$ cat config.mk
export PLATFORM = sky130hd
export DESIGN_NAME = accum_status_ctrl
export DESIGN_NICKNAME = d
export VERILOG_FILES = /design/src/rtl/accum_status_ctrl.sv
export SDC_FILE = /design/constraint.sdc
export NUM_CORES = 1
export LEC_CHECK = 0
export CAP_MARGIN = 20
export CORE_AREA = 4 4 91 59
export DETAILED_ROUTE_END_ITERATION = 12
export DIE_AREA = 0 0 95 63
export GPL_TIMING_DRIVEN = 1
export PLACE_DENSITY_LB_ADDON = 0.05
export SLEW_MARGIN = 40
export SYNTH_ARGS = -nofsm -noshare
export SYNTH_HDL_FRONTEND = slang
export SYNTH_SLANG_ARGS = --single-unit
$ cat constraint.sdc
create_clock -name clk -period 2.4 [get_ports clk]
set_clock_uncertainty 0.1 [all_clocks]
set_input_delay 0.48 -clock clk [delete_from_list [all_inputs] [get_ports clk]]
set_output_delay 0.48 -clock clk [all_outputs]
set_load 0.005 [all_outputs]
$ cat src/rtl/accum_status_ctrl.sv
// rtl/accum_status_ctrl.sv - time-base strobe consumer: CPU status, new-data flags, accumulation interrupt
//
// Purpose:
//   Receives the pre_tic / tic / accum strobes from time_base and the per-channel
//   dump pulses from the tracking channels. Presents them to the CPU as sticky
//   status and new-data flags, a level accumulation interrupt that is held until
//   the status register is read, a saturating count of accumulation intervals that
//   arrived while the interrupt was still pending, and a wrapping tic counter.
//
// Optional feature:
//   TIC_TIMESTAMP_EN - when defined, adds a free-running 32-bit cycle counter and
//   the tic_stamp output, which captures that counter on every tic_enable.
//
// Ports:
//   clk             in   1        system clock
//   rst             in   1        synchronous reset, active-high
//   pre_tic_enable  in   1        strobe preceding tic_enable
//   tic_enable      in   1        measurement tic strobe
//   accum_enable    in   1        accumulation-interval strobe
//   dump            in   NUM_CH   per-channel dump pulses
//   status_read     in   1        CPU read of status register (interrupt acknowledge)
//   new_data_read   in   1        CPU read of new_data register
//   accum_int       out  1        accumulation interrupt, level
//   status          out  2        {pre_tic_seen, accum_seen}
//   new_data        out  NUM_CH   sticky per-channel dump flags
//   miss_count      out  MISS_W   saturating count of accum_enable while interrupt pending
//   tic_count       out  24       tic_enable count since reset, wraps
//   tic_stamp       out  32       cycle counter value at last tic (TIC_TIMESTAMP_EN only)

module accum_status_ctrl #(
  parameter int NUM_CH = 12,
  parameter int MISS_W = 8
) (
  input  logic              clk,
  input  logic              rst,
  input  logic              pre_tic_enable,
  input  logic              tic_enable,
  input  logic              accum_enable,
  input  logic [NUM_CH-1:0] dump,
  input  logic              status_read,
  input  logic              new_data_read,
  output logic              accum_int,
  output logic [1:0]        status,
  output logic [NUM_CH-1:0] new_data,
  output logic [MISS_W-1:0] miss_count,
`ifdef TIC_TIMESTAMP_EN
  output logic [23:0]       tic_count,
  output logic [31:0]       tic_stamp
`else
  output logic [23:0]       tic_count
`endif
);

  typedef enum logic {
    ST_IDLE = 1'b0,
    ST_PEND = 1'b1
  } state_t;

  localparam logic [MISS_W-1:0] MISS_MAX = '1;

  state_t              state_q;
  logic                accum_int_q;
  logic [MISS_W-1:0]   miss_q;

  logic [1:0]          status_q, status_d;
  logic [NUM_CH-1:0]   new_data_q, new_data_d;
  logic [23:0]         tic_count_q, tic_count_d;

  // Interrupt service FSM. accum_int_q is updated alongside the state so it
  // always equals (state_q == ST_PEND) without a decode on the output path.
  // A new accumulation strobe arriving together with the acknowledge keeps the
  // interrupt pending and is not a miss: the CPU will see the fresh event.
  always_ff @(posedge clk) begin
    if (rst) begin
      state_q     <= ST_IDLE;
      accum_int_q <= 1'b0;
      miss_q      <= '0;
    end else begin
      unique case (state_q)
        ST_IDLE: begin
          if (accum_enable) begin
            state_q     <= ST_PEND;
            accum_int_q <= 1'b1;
          end
        end
        ST_PEND: begin
          if (accum_enable) begin
            accum_int_q <= 1'b1;
            if (!status_read && (miss_q != MISS_MAX)) begin
              miss_q <= miss_q + 1'b1;
            end
          end else if (status_read) begin
            state_q     <= ST_IDLE;
            accum_int_q <= 1'b0;
          end
        end
        default: begin
          state_q     <= ST_IDLE;
          accum_int_q <= 1'b0;
        end
      endcase
    end
  end

  // Sticky flags: a set in the same cycle as the read-clear survives, so an
  // event coinciding with the CPU read is never lost.
  always_comb begin
    status_d    = status_q;
    status_d[1] = pre_tic_enable | (status_q[1] & ~status_read);
    status_d[0] = accum_enable   | (status_q[0] & ~status_read);
  end

  always_comb begin
    new_data_d = dump | (new_data_read ? '0 : new_data_q);
  end

  always_comb begin
    tic_count_d = tic_count_q;
    if (tic_enable) begin
      tic_count_d = tic_count_q + 24'd1;
    end
  end

  always_ff @(posedge clk) begin
    if (rst) begin
      status_q    <= '0;
      new_data_q  <= '0;
      tic_count_q <= '0;
    end else begin
      status_q    <= status_d;
      new_data_q  <= new_data_d;
      tic_count_q <= tic_count_d;
    end
  end

`ifdef TIC_TIMESTAMP_EN
  logic [31:0] cycle_q;
  logic [31:0] tic_stamp_q;

  // The stamp captures the counter value of the cycle the tic is sampled in,
  // i.e. the value before this edge's increment.
  always_ff @(posedge clk) begin
    if (rst) begin
      cycle_q     <= '0;
      tic_stamp_q <= '0;
    end else begin
      cycle_q <= cycle_q + 32'd1;
      if (tic_enable) begin
        tic_stamp_q <= cycle_q;
      end
    end
  end

  assign tic_stamp = tic_stamp_q;
`endif

  assign accum_int  = accum_int_q;
  assign status     = status_q;
  assign new_data   = new_data_q;
  assign miss_count = miss_q;
  assign tic_count  = tic_count_q;

endmodule

After elaboration in Yosys (flattened, before gate mapping):

Index checks and enable logic that the tools add are counted.

* reduce and logical (&&, ||, !) cells: 4
* add/sub/neg operators: 2
* multiplexer cells: 9
* bitwise operators: 7
* equal/unequal tests: 3

Operators by type and width (count)
* $add A24 B1 Y24 const B: 1
* $mux W12: 1
* $or A12 B12 Y12: 1
* $add A8 B1 Y8 const B: 1
* $ne A8 B8 Y1 const B: 1
* $mux W1: 6
* $pmux W1 S2: 2
* $ne A3 B3 Y1 const B: 1
* $reduce_and A3 Y1: 1
* $and A1 B1 Y1: 2
* $ne A2 B2 Y1 const B: 1
* $not A1 Y1: 2
* $or A1 B1 Y1: 2
* $reduce_and A2 Y1: 1
* $logic_and A1 B1 Y1: 1
* $logic_not A1 Y1: 1

* logic and storage cells: 31
* output and inout port bits: 47
* flip-flop bits (word level): 48

Longest topological paths before layout:

* depth after elaboration: 3
* depth in mapped cells: 6
* gate-level depth less buffers: 5

Least setup slack after synthesis:

No wires, ideal clock.

* kind: input port to flip-flop
* start point: input port tic_enable
* end point: register tic_count_q[22] (netlist: tic_count[22])
* arrival time: 1.970 ns
* setup slack: 0.260 ns
* buffers on the path: 2
* setup time: 0.071 ns
* stages on the path: 6
* required time: 2.229 ns
* path through: buf_2 nand4_4 or4_1 clkbuf_2 or4_1 a21oi_1

RTL lines
* start: declaration: line 37 `input logic tic_enable,`
* end signal: assignment: line 132 `tic_count_q <= tic_count_d;`
* end: declaration: line 67 `logic [23:0] tic_count_q, tic_count_d;`

==> impl_metrics.tcl <==
set metrics [dict create \
    status "finished, final reports clean" \
    slew_viol_final 0 \
    routed_wirelength_um 4680 \
    drc 0 \
    clkPwrFrac_pct 39.7 \
    critPathCaptureType "flip-flop" \
    p_switching_uw 338 \
    setup_viol 0 \
    numPortBuffers 65 \
    fp.dieW_um 95 \
    power.total_mw 1.61 \
    antenna_found_initial 0 \
    grt_pass1_wl_um 8110 \
    final_cells 359 \
    dieHeight_um 63 \
    worst_ep_required_time_ns 2.53 \
    dp_hpwl_um 3470 \
    layout-drive-gt1-share_pct 9.46 \
    grt_max_degree 30 \
    synthCells 221 \
    clock_latency_ns 0.30 \
    place_ws_ns -0.160 \
    cts_resized 0 \
    grt_remaining_overflow 0 \
    ys_seq_elements 48 \
    stdcell_area_mm2 0.00285 \
    relSlewSlack_pct 63.6 \
    hold_viol_final 0 \
    clock.fmax_mhz 442 \
    grt_pass1_vias 1698 \
    avgViaCountPerCell 4.98 \
    cts.clk_slew.worst_paths_ns 0.08 \
    fin_util_pct 63.9 \
    htreeDepth 2 \
    post_cts_buffers 0 \
    synth_ff_type "dfxtp_1" \
    nets 316 \
    cap_violations 0 \
    swShare_pct 21.0 \
    placeableCoreArea_mm2 0.00447 \
    crit_path_start_kind "input pin" \
    min_period_over_period_pct 94.4 \
    critical_path_arrival_ns 2.39 \
    synth_nets 242 \
    initial_core_util_pct 43.8 \
    dp.cells 351 \
    synth_top_cell_by_area "dfxtp_1" \
    holdWs_ns 0.386 \
    min_path_type "reg -> reg" \
    cts_root_buf "clkbuf_8" \
    p_leak_nw 1.04 \
    worstSetupPathType "in -> reg" \
    first_pass_iters 4 \
    ios 66 \
    synth-seq-area-share_pct 49.1 \
    syn-cell-area_mm2 0.00196 \
    synth_top_area_share_pct 49.1 \
    drtIter0Drc 86 \
    grt.total_usage_pct 17.1 \
    routedWlPerCell_um 13.0 \
    diodes 0 \
    r2r_setup_slack_ns 0.22 \
    p_int_mw 1.27 \
    globalplace.congestion 0.822 \
    setup_ws_ns 0.135 \
    ant_nets 0 \
    p_seq_share_pct 51.7 \
    tritoncts "built" \
    row_count 19 \
    cts_hold_buf 0 \
    synthesis.area_per_instance_um2 8.85 \
    path_max_fanout 10 \
    synth_edf_count 0 \
    dpl_cell_area_mm2 0.00273 \
    area_growth_syn_to_layout_pct 45.8 \
    synthArstFlopShare_pct 0 \
    power_frac_comb_pct 8.6 \
    vias 1789 \
    rsz0062_at_grt "no" \
    ys_warn_count 0 \
    ir_drop_mv 0.349 \
    clock-sinks 48 \
    setup_tns_ns 0 \
    ys_top_cells_by_count "48 x dfxtp_1, 40 x nor2_1, 24 x a21oi_1" \
    clock_path_buffers 2 \
    dieArea_mm2 0.00599 \
    synth_cell_types 36 \
    tightest_slew_ns 0.546 \
    synth_area_leaders "dfxtp_1 49%, nor2_1 7.7%, a21oi_1 6.1%" \
    numCtsBuffers 5 \
    yosys.cell_count.top_type "dfxtp_1" \
    finalCriticalPeriod_ns 2.26 \
    p_per_area_mw_per_mm2 563 \
]
worst paths after layout:
path	cells past startpoint	end	start
worst max register to register	5	tic_count[22]$_SDFFE_PP0P_	tic_count[1]$_SDFFE_PP0P_
worst max-delay path	5	tic_count[22]$_SDFFE_PP0P_	tic_enable
worst min register to register	2	new_data[9]$_SDFF_PP0_	new_data[9]$_SDFF_PP0_
worst min-delay path	2	new_data[9]$_SDFF_PP0_	new_data[9]$_SDFF_PP0_
kinds of logic (layout without fill, tap and decap cells):
group | after synthesis | after routing | share of synthesized area (%)
simple gates | 94 | 94 | 24.6
fa+ha+maj | 2 | 2 | 1.28
flops | 48 | 48 | 49.1
buf+inv | 15 | 90 | 3.00
compound gates | 39 | 39 | 11.1
mux | 6 | 6 | 3.26
xor+xnor | 17 | 17 | 7.61
sequential cells by signal, summed over array words and instances (netlist names):
register    cells
status          2
miss_count      8
accum_int       1
state_q         1
new_data       12
tic_count      24
cell usage in the layout (no fill, tap or decap), types with 2 or more instances in the layout:
cell type        instances
buf_4                   11
xnor2_1                  7
o2111ai_1                2
mux2i_1                  3
o21ai_0                  8
nand4_1                  9
or3_1                    5
nor4_1                   2
nand3_1                  9
clkdlybuf4s50_1         64
xor2_1                  10
and2_1                   2
nor3_1                   5
dfxtp_1                 48
or4_1                    3
a21oi_1                 24
nand2_1                  7
nor2b_1                  4
o211ai_1                 2
inv_1                    6
mux2_2                   3
clkbuf_8                 7
ha_1                     2
nor2_1                  40
layer usage:
metal,global-route usage (%),share of wire [%],vias up
met5,0,0,-
met2,22.4,40,54
met4,5.22,0.94,0
met1,25.7,52,812
met3,5.90,7.6,5
li1,-,-,918
critical path, cell delays in order:
cell             delay (ns)
clkdlybuf4s50_1        0.52
nand4_4                0.10
or4_1                  0.68
or4_1                  0.45
a21oi_1                0.17
area by class of cell:
class                   instances  area (um^2)
multi-input cells             158          937
repair buffers                 76          728
inverters                       6         22.5
clock buffers                   7         96.3
fillers                       396         1620
clock inverters                 1         30.0
well taps                      63         78.8
flip-flops and latches         48          961
power by group through the flow:
stage / clock network (mW) / registers (mW) / logic, mW
finish: 0.638 / 0.830 / 0.138
global route: 0.697 / 0.833 / 0.152
global placement: 0 / 0.848 / 0.137
CTS: 0.659 / 0.830 / 0.141
floorplan: 0 / 0.853 / 0.0428
detailed placement: 0 / 0.848 / 0.140
(Power assumes the default switching activity.)
